<file path="config.mk">
export PLATFORM = sky130hd
export DESIGN_NAME = led_scan_drv
export DESIGN_NICKNAME = d
export VERILOG_FILES = /design/src/rtl/led_scan_pkg.sv /design/src/rtl/led_scan_tmr.sv /design/src/rtl/led_scan_drv.sv
export SDC_FILE = /design/constraint.sdc
export NUM_CORES = 1
export LEC_CHECK = 0
export CAP_MARGIN = 0
export CELL_PAD_IN_SITES_DETAIL_PLACEMENT = 1
export CELL_PAD_IN_SITES_GLOBAL_PLACEMENT = 1
export CORE_MARGIN = 2
export CORE_UTILIZATION = 45
export DETAILED_ROUTE_END_ITERATION = 8
export GPL_TIMING_DRIVEN = 0
export PLACE_DENSITY_LB_ADDON = 0.1
export SETUP_SLACK_MARGIN = 0.3
export SKIP_CTS_REPAIR_TIMING = 1
export SLEW_MARGIN = 40
export SYNTH_ARGS = -nofsm -noshare
export SYNTH_HDL_FRONTEND = slang
export SYNTH_SLANG_ARGS = --single-unit
</file>
<file path="constraint.sdc">
create_clock -name CK_i -period 2.9 [get_ports CK_i]
set_input_delay 0.87 -clock CK_i [delete_from_list [all_inputs] [get_ports CK_i]]
set_output_delay 0.87 -clock CK_i [all_outputs]
set_load 0.01 [all_outputs]
</file>
<file path="src/rtl/led_scan_pkg.sv">
// Shared types and constants for the LED matrix scan driver.
// The optional dimming feature is enabled by defining LED_SCAN_PWM_EN.
package led_scan_pkg;

    typedef enum logic {
        PH_BLANK = 1'b0,
        PH_DRIVE = 1'b1
    } phase_e;

    localparam int unsigned PWM_STEP_N = 16;
    localparam int unsigned DIM_W      = 4;
    localparam logic [DIM_W-1:0] DIM_RST = 4'd15;

    // Bits needed to hold the values 0..n-1 (never less than one bit).
    function automatic int unsigned width_of(input int unsigned n);
        int unsigned w;
        w = 1;
        for (int i = 1; i < 32; i++) begin
            if ((64'd1 << i) < 64'(n)) begin
                w = i + 1;
            end
        end
        return w;
    endfunction

endpackage

</file>
<file path="src/rtl/led_scan_tmr.sv">
// Row/period counter pair for the LED scan driver. Publishes the values the
// counters take on the next edge plus the frame-start condition.
module led_scan_tmr
    import led_scan_pkg::*;
#(
    parameter int unsigned C_ROW_N    = 3,
    parameter int unsigned C_ROW_CK_N = 135_000,
    localparam int unsigned RW = width_of(C_ROW_N),
    localparam int unsigned CW = width_of(C_ROW_CK_N)
) (
    input  logic          clk,
    input  logic          rst_n,
    output logic [RW-1:0] row_nxt,
    output logic [CW-1:0] ctr_nxt,
    output logic          frame_start
);

    localparam logic [RW-1:0] ROW_LAST = RW'(C_ROW_N - 1);
    localparam logic [CW-1:0] CTR_LAST = CW'(C_ROW_CK_N - 1);
    localparam logic [RW-1:0] ROW_ONE  = RW'(1);
    localparam logic [CW-1:0] CTR_ONE  = CW'(1);

    logic [RW-1:0] row_r;
    logic [CW-1:0] ctr_r;
    logic [RW-1:0] row_nxt_s;
    logic [CW-1:0] ctr_nxt_s;

    // Next-count decode: period counter wraps into the following row.
    always_comb begin
        ctr_nxt_s = ctr_r;
        row_nxt_s = row_r;
        if (ctr_r == CTR_LAST) begin
            ctr_nxt_s = '0;
            if (row_r == ROW_LAST) begin
                row_nxt_s = '0;
            end else begin
                row_nxt_s = row_r + ROW_ONE;
            end
        end else begin
            ctr_nxt_s = ctr_r + CTR_ONE;
            row_nxt_s = row_r;
        end
    end

    // Counter state registers.
    always_ff @(posedge clk or negedge rst_n) begin
        if (!rst_n) begin
            row_r <= '0;
            ctr_r <= '0;
        end else begin
            row_r <= row_nxt_s;
            ctr_r <= ctr_nxt_s;
        end
    end

    assign row_nxt     = row_nxt_s;
    assign ctr_nxt     = ctr_nxt_s;
    assign frame_start = (ctr_r == '0) && (row_r == '0);

endmodule

</file>
<file path="src/rtl/led_scan_drv.sv">
// Time-multiplexed LED matrix driver: per-frame snapshot, inter-row blanking,
// registered row/column drives. Define LED_SCAN_PWM_EN for 16-step dimming.
module led_scan_drv
    import led_scan_pkg::*;
#(
    parameter int unsigned C_F_CK     = 135_000_000,
    parameter int unsigned C_ROW_N    = 3,
    parameter int unsigned C_COL_N    = 6,
    parameter int unsigned C_ROW_CK_N = 135_000,
    parameter int unsigned C_BLANK_N  = 1_350
) (
    input  logic                       CK_i,
    input  logic                       XARST_i,
    input  logic [C_ROW_N*C_COL_N-1:0] LEDs_ON_i,
`ifdef LED_SCAN_PWM_EN
    input  logic [DIM_W-1:0]           DIM_i,
`endif
    output logic [C_ROW_N-1:0]         ROW_XEN_o,
    output logic [C_COL_N-1:0]         COLs_o,
    output logic                       FRAME_o
);

    localparam int unsigned RW = width_of(C_ROW_N);
    localparam int unsigned CW = width_of(C_ROW_CK_N);
    localparam int unsigned SW = width_of(C_ROW_N * C_COL_N);

    if (C_F_CK == 0 || C_BLANK_N < 1 || C_BLANK_N >= C_ROW_CK_N) begin : g_bad_cfg
        $error("led_scan_drv: need 1 <= C_BLANK_N < C_ROW_CK_N");
    end

    logic [RW-1:0]                row_nxt_s;
    logic [CW-1:0]                ctr_nxt_s;
    logic                         frame_start_s;
    logic [C_ROW_N*C_COL_N-1:0]   snap_r;
    logic [SW-1:0]                base_s;
    logic                         col_en_s;
    phase_e                       phase_s;
    logic [C_ROW_N-1:0]           row_xen_nxt_s;
    logic [C_COL_N-1:0]           cols_nxt_s;

    led_scan_tmr #(
        .C_ROW_N    (C_ROW_N),
        .C_ROW_CK_N (C_ROW_CK_N)
    ) u_tmr (
        .clk         (CK_i),
        .rst_n       (XARST_i),
        .row_nxt     (row_nxt_s),
        .ctr_nxt     (ctr_nxt_s),
        .frame_start (frame_start_s)
    );

`ifdef LED_SCAN_PWM_EN
    localparam int unsigned STEP_CK_N = (C_ROW_CK_N - C_BLANK_N) / PWM_STEP_N;

    if (((C_ROW_CK_N - C_BLANK_N) % PWM_STEP_N) != 0) begin : g_bad_pwm
        $error("led_scan_drv: drive window must split into 16 equal steps");
    end

    logic [DIM_W-1:0] dim_r;
    logic [CW-1:0]    step_s;

    // Dimming gate: columns stay lit only for steps 0..dim_r of the window.
    always_comb begin
        step_s   = (ctr_nxt_s - CW'(C_BLANK_N)) / CW'(STEP_CK_N);
        col_en_s = (step_s <= CW'(dim_r));
    end

    // Brightness is captured together with the frame snapshot.
    always_ff @(posedge CK_i or negedge XARST_i) begin
        if (!XARST_i) begin
            dim_r <= DIM_RST;
        end else if (frame_start_s) begin
            dim_r <= DIM_i;
        end
    end
`else
    assign col_en_s = 1'b1;
`endif

    // Output decode from the counter values that take effect on the next edge.
    always_comb begin
        row_xen_nxt_s = '1;
        cols_nxt_s    = '0;
        base_s        = SW'(row_nxt_s) * SW'(C_COL_N);
        if (ctr_nxt_s < CW'(C_BLANK_N)) begin
            phase_s = PH_BLANK;
        end else begin
            phase_s = PH_DRIVE;
        end
        case (phase_s)
            PH_DRIVE: begin
                row_xen_nxt_s[row_nxt_s] = 1'b0;
                if (col_en_s) begin
                    cols_nxt_s = snap_r[base_s +: C_COL_N];
                end else begin
                    cols_nxt_s = '0;
                end
            end
            default: begin
                row_xen_nxt_s = '1;
                cols_nxt_s    = '0;
            end
        endcase
    end

    // Snapshot and output registers; reset blanks the matrix immediately.
    always_ff @(posedge CK_i or negedge XARST_i) begin
        if (!XARST_i) begin
            snap_r    <= '0;
            ROW_XEN_o <= '1;
            COLs_o    <= '0;
            FRAME_o   <= 1'b0;
        end else begin
            if (frame_start_s) begin
                snap_r <= LEDs_ON_i;
            end
            ROW_XEN_o <= row_xen_nxt_s;
            COLs_o    <= cols_nxt_s;
            FRAME_o   <= frame_start_s;
        end
    end

endmodule

</file>
==> results of run 1 <==
==> cells in the mapped netlist (2+ instances only) <==
| cell | instances | area share, % |
|---|---|---|
| nand3_1 | 13 | 2.4 |
| nor3_1 | 4 | 0.75 |
| dfstp_2 | 3 | 2.9 |
| a22o_1 | 6 | 2.0 |
| nor4_4 | 2 | 1.6 |
| buf_4 | 3 | 0.84 |
| buf_2 | 9 | 1.7 |
| and3_1 | 2 | 0.47 |
| a2111oi_1 | 5 | 1.9 |
| xor2_1 | 7 | 2.3 |
| nor2b_1 | 2 | 0.47 |
| o31ai_1 | 2 | 0.56 |
| and4_1 | 2 | 0.66 |
| nor4_1 | 2 | 0.47 |
| dfrtp_1 | 45 | 42 |
| o21ai_0 | 4 | 0.75 |
| nand2b_1 | 3 | 0.70 |
| a21o_1 | 2 | 0.56 |
| nand4_1 | 5 | 1.2 |
| inv_1 | 6 | 0.84 |
| xnor2_1 | 7 | 2.3 |
| nor2_1 | 16 | 2.2 |
| ha_1 | 2 | 0.94 |
| nand4_4 | 2 | 1.6 |
| or3_1 | 4 | 0.94 |
| nor3_2 | 3 | 1.1 |
| o311ai_0 | 2 | 0.66 |
| a21oi_1 | 3 | 0.56 |
| mux2_2 | 19 | 8.0 |
| a22oi_1 | 6 | 1.7 |
| mux2i_1 | 14 | 5.2 |
| nand2_1 | 9 | 1.3 |
| buf_6 | 2 | 0.84 |
==> sequential cells by signal, summed over array words and instances, names as in the netlist <==
name	flops
u_tmr.row_r	2
COLs_o	6
FRAME_o	1
snap_r	18
u_tmr.ctr_r	18
ROW_XEN_o	3
==> cell families (layout without fill, tap and decap cells) <==
family          count (synthesis)  count (layout)  synth area share (%)
flops                          48              48                  45.1
simple gates                   81              81                  20.5
mux                            33              33                  13.2
compound gates                 36              36                  11.2
xor+xnor                       14              14                  4.59
fa+ha+maj                       2               2                 0.936
buf+inv                        22              69                  4.49
==> stage by stage <==
stage                     util, %  setup WS (ps)  setup TNS (ps)  total power, mW  instance area (um2)
final                        56.6            364               0             1.29                 3290
after global routing         56.6            280               0             1.34                 3290
after CTS                    54.9          -51.8            -462             1.31                 3200
after detailed placement     52.9          -17.7            -137            0.773                 3070
after global placement       52.6           -493          -22190            0.768                 3060
after floorplan                 -            584               0            0.725                 2670
==> path summary, 6_finish.rpt <==
| kind | endpoint | slack [ps] | depth (start not counted) |
|---|---|---|---|
| max | ROW_XEN_o[2] | 360 | 9 |
| min | u_tmr.ctr_r[3] | 390 | 1 |
| max reg2reg | ROW_XEN_o[2] | 360 | 9 |
| min reg2reg | snap_r[5] | 550 | 1 |
| max in group asynchronous | ROW_XEN_o[0] | 2020 | 2 |
| min in group CK_i | snap_r[5] | 550 | 1 |
==> layer usage <==
| layer | GRT usage (%) | vias to the layer above | part of all wire, % |
|---|---|---|---|
| met2 | 32.7 | 45 | 49 |
| met4 | 6.78 | 0 | 0.98 |
| met1 | 30.7 | 1053 | 46 |
| met3 | 5.00 | 6 | 3.9 |
| li1 | - | 973 | - |
| met5 | 0 | - | 0 |
==> cell usage in the layout (no fill, tap or decap), types with 3 or more instances in the layout <==
master | synthesis | final
a2111oi_1 | 5 | 5
nor2_1 | 16 | 16
nor3_1 | 4 | 4
clkbuf_8 | 0 | 6
xor2_1 | 7 | 6
buf_4 | 3 | 13
dfstp_2 | 3 | 3
a22oi_1 | 6 | 6
o21ai_0 | 4 | 4
buf_2 | 9 | 8
nand2b_1 | 3 | 3
clkdlybuf4s50_1 | 0 | 28
a22o_1 | 6 | 6
mux2_2 | 19 | 19
nand4_1 | 5 | 5
nand2_1 | 9 | 9
mux2i_1 | 14 | 14
nand3_1 | 13 | 13
xnor2_1 | 7 | 7
or3_1 | 4 | 4
a21oi_1 | 3 | 3
inv_1 | 6 | 6
dfrtp_1 | 45 | 44
==> layout make-up <==
class | count | area (um2)
clock inverter | 2 | 38.8
clock buffer | 6 | 82.6
multi-input combinational | 166 | 1370
fill | 640 | 2520
timing repair buffer | 39 | 375
inverter | 6 | 22.5
buffer | 16 | 101
sequential | 48 | 1210
tap | 75 | 93.8
==> worst reg2reg max path, delay by kind of cell (launching register included) <==
kind / cells / cell delay (ps)
adder cells (fa/ha/maj): 1 / 150
AND/OR/NAND/NOR: 4 / 980
AO/OA/AOI/OAI: 1 / 330
buffers and inverters: 2 / 360
XOR/XNOR: 1 / 240
flip-flops: 1 / 400
==> power breakdown <==
group	switching (mW)	internal, mW
Clock	0.245	0.282
Sequential	0.0109	0.682
Combinational	0.0247	0.0421
==> flow_metrics.env, run 1 <==
export IMPL_status="completed"
export IMPL_wl_per_cell_um=18.3
export IMPL_dpl_cell_count=341
export IMPL_r2r_start="u_tmr.ctr_r[1]"
export IMPL_critical_path_top_delay_family="simple AND/OR/NAND/NOR gates"
export IMPL_fin_cells=358
export IMPL_peakVddDrop_mv=0.236
export IMPL_synth_cell_type_count=53
export IMPL_clkTransAtPathRegs_ps=90
export IMPL_clock_fmax_mhz=394
export IMPL_grt_antenna_before_repair=0
export IMPL_place_gp_congestion=0.807
export IMPL_crit_type="reg2reg"
export IMPL_crit_start="u_tmr.ctr_r[1]"
export IMPL_slowest_delay_ps=470
export IMPL_crit_chain="ha_1 -> clkbuf_4 -> and4_4 -> nand4_1 -> xor2_2 -> o311ai_4 -> nor4_4 -> buf_4 -> or4b_1"
export IMPL_yosysSeqAreaShare_pct=45.1
export IMPL_synthCells=236
export IMPL_die_x_um=81.1
export IMPL_cts_buffer_depth=2
export IMPL_first_iter_violations=133
export IMPL_ios=30
export IMPL_synth_area_um2=2670
export IMPL_cts_buffers=5
export IMPL_place_port_buffers=29
export IMPL_worstSetupEndpointType="register"
export IMPL_clkSinkCount=48
export IMPL_htreeDepth=2
export IMPL_core_um2=5820
export IMPL_post_route_min_period_ps=2540
export IMPL_clock_root_buffer="clkbuf_8"
export IMPL_critPathMaxFanout=10
export IMPL_dr_total_vias=2077
export IMPL_powerDensity_nw_per_um2=391
export IMPL_power_leakage_nw=1.42
export IMPL_async_flop_share_pct=100
export IMPL_routed_via_density=5.80
export IMPL_worst_pin_slew_ps=678
export IMPL_finClkSkew_ps=5.80
export IMPL_syn2layout_area_growth_pct=23.3
export IMPL_wl_um=6540
export IMPL_drv_slew=0
export IMPL_ys_warn_count=0
export IMPL_hpwl_um=4420
export IMPL_setup_viol_count_final=0
export IMPL_grt_overflow_total=0
export IMPL_grt_setup_unrepaired="false"
export IMPL_num_antenna_cells=0
export IMPL_synth_seq_cells=48
export IMPL_cp_arrival_ps=2770
export IMPL_path_buf_inv=2
export IMPL_synth_edff_count=0
export IMPL_die_y_um=81.1
export IMPL_grt_max_degree=39
export IMPL_max_slew_margin_pct=54.6
export IMPL_crit_path_start_kind="register"
export IMPL_hold_violations=0
export IMPL_worst_path_max_delay_cell="or4b_1"
export IMPL_max_cap_viol_count=0
export IMPL_rows=28
export IMPL_fin_crit_sh_pct=87.5
export IMPL_ant_nets=0
export IMPL_synthFlopType="dfrtp_1"
export IMPL_synth_nets=258
export IMPL_grt_first_pass_wirelength_um=10600
export IMPL_grt_pass1_vias=2051
export IMPL_dr_pass1_iters=4
export IMPL_hold_path_class="in2async"
export IMPL_clock_latency_ps=310
export IMPL_syn_area_per_cell_um2=11.3
export IMPL_worstPathRequired_ps=3130
export IMPL_drive_gt1_share_pct=26.1
export IMPL_cts_tree="done"
export IMPL_fp_dieArea_um2=6570
export IMPL_drc_errors=0
export IMPL_nets=304
export IMPL_grt_usage_pct=21.6
export IMPL_initial_core_util_pct=46.0
export IMPL_hold_slack_ps=386
Power figures use the tool's default switching activity.
==> inputs of run 2 (changes only) <==
CTS_CLUSTER_DIAMETER = 50   (was default)
==> results of run 2 <==
No change in the layout: final DEF, timing and power equal those of run 1.
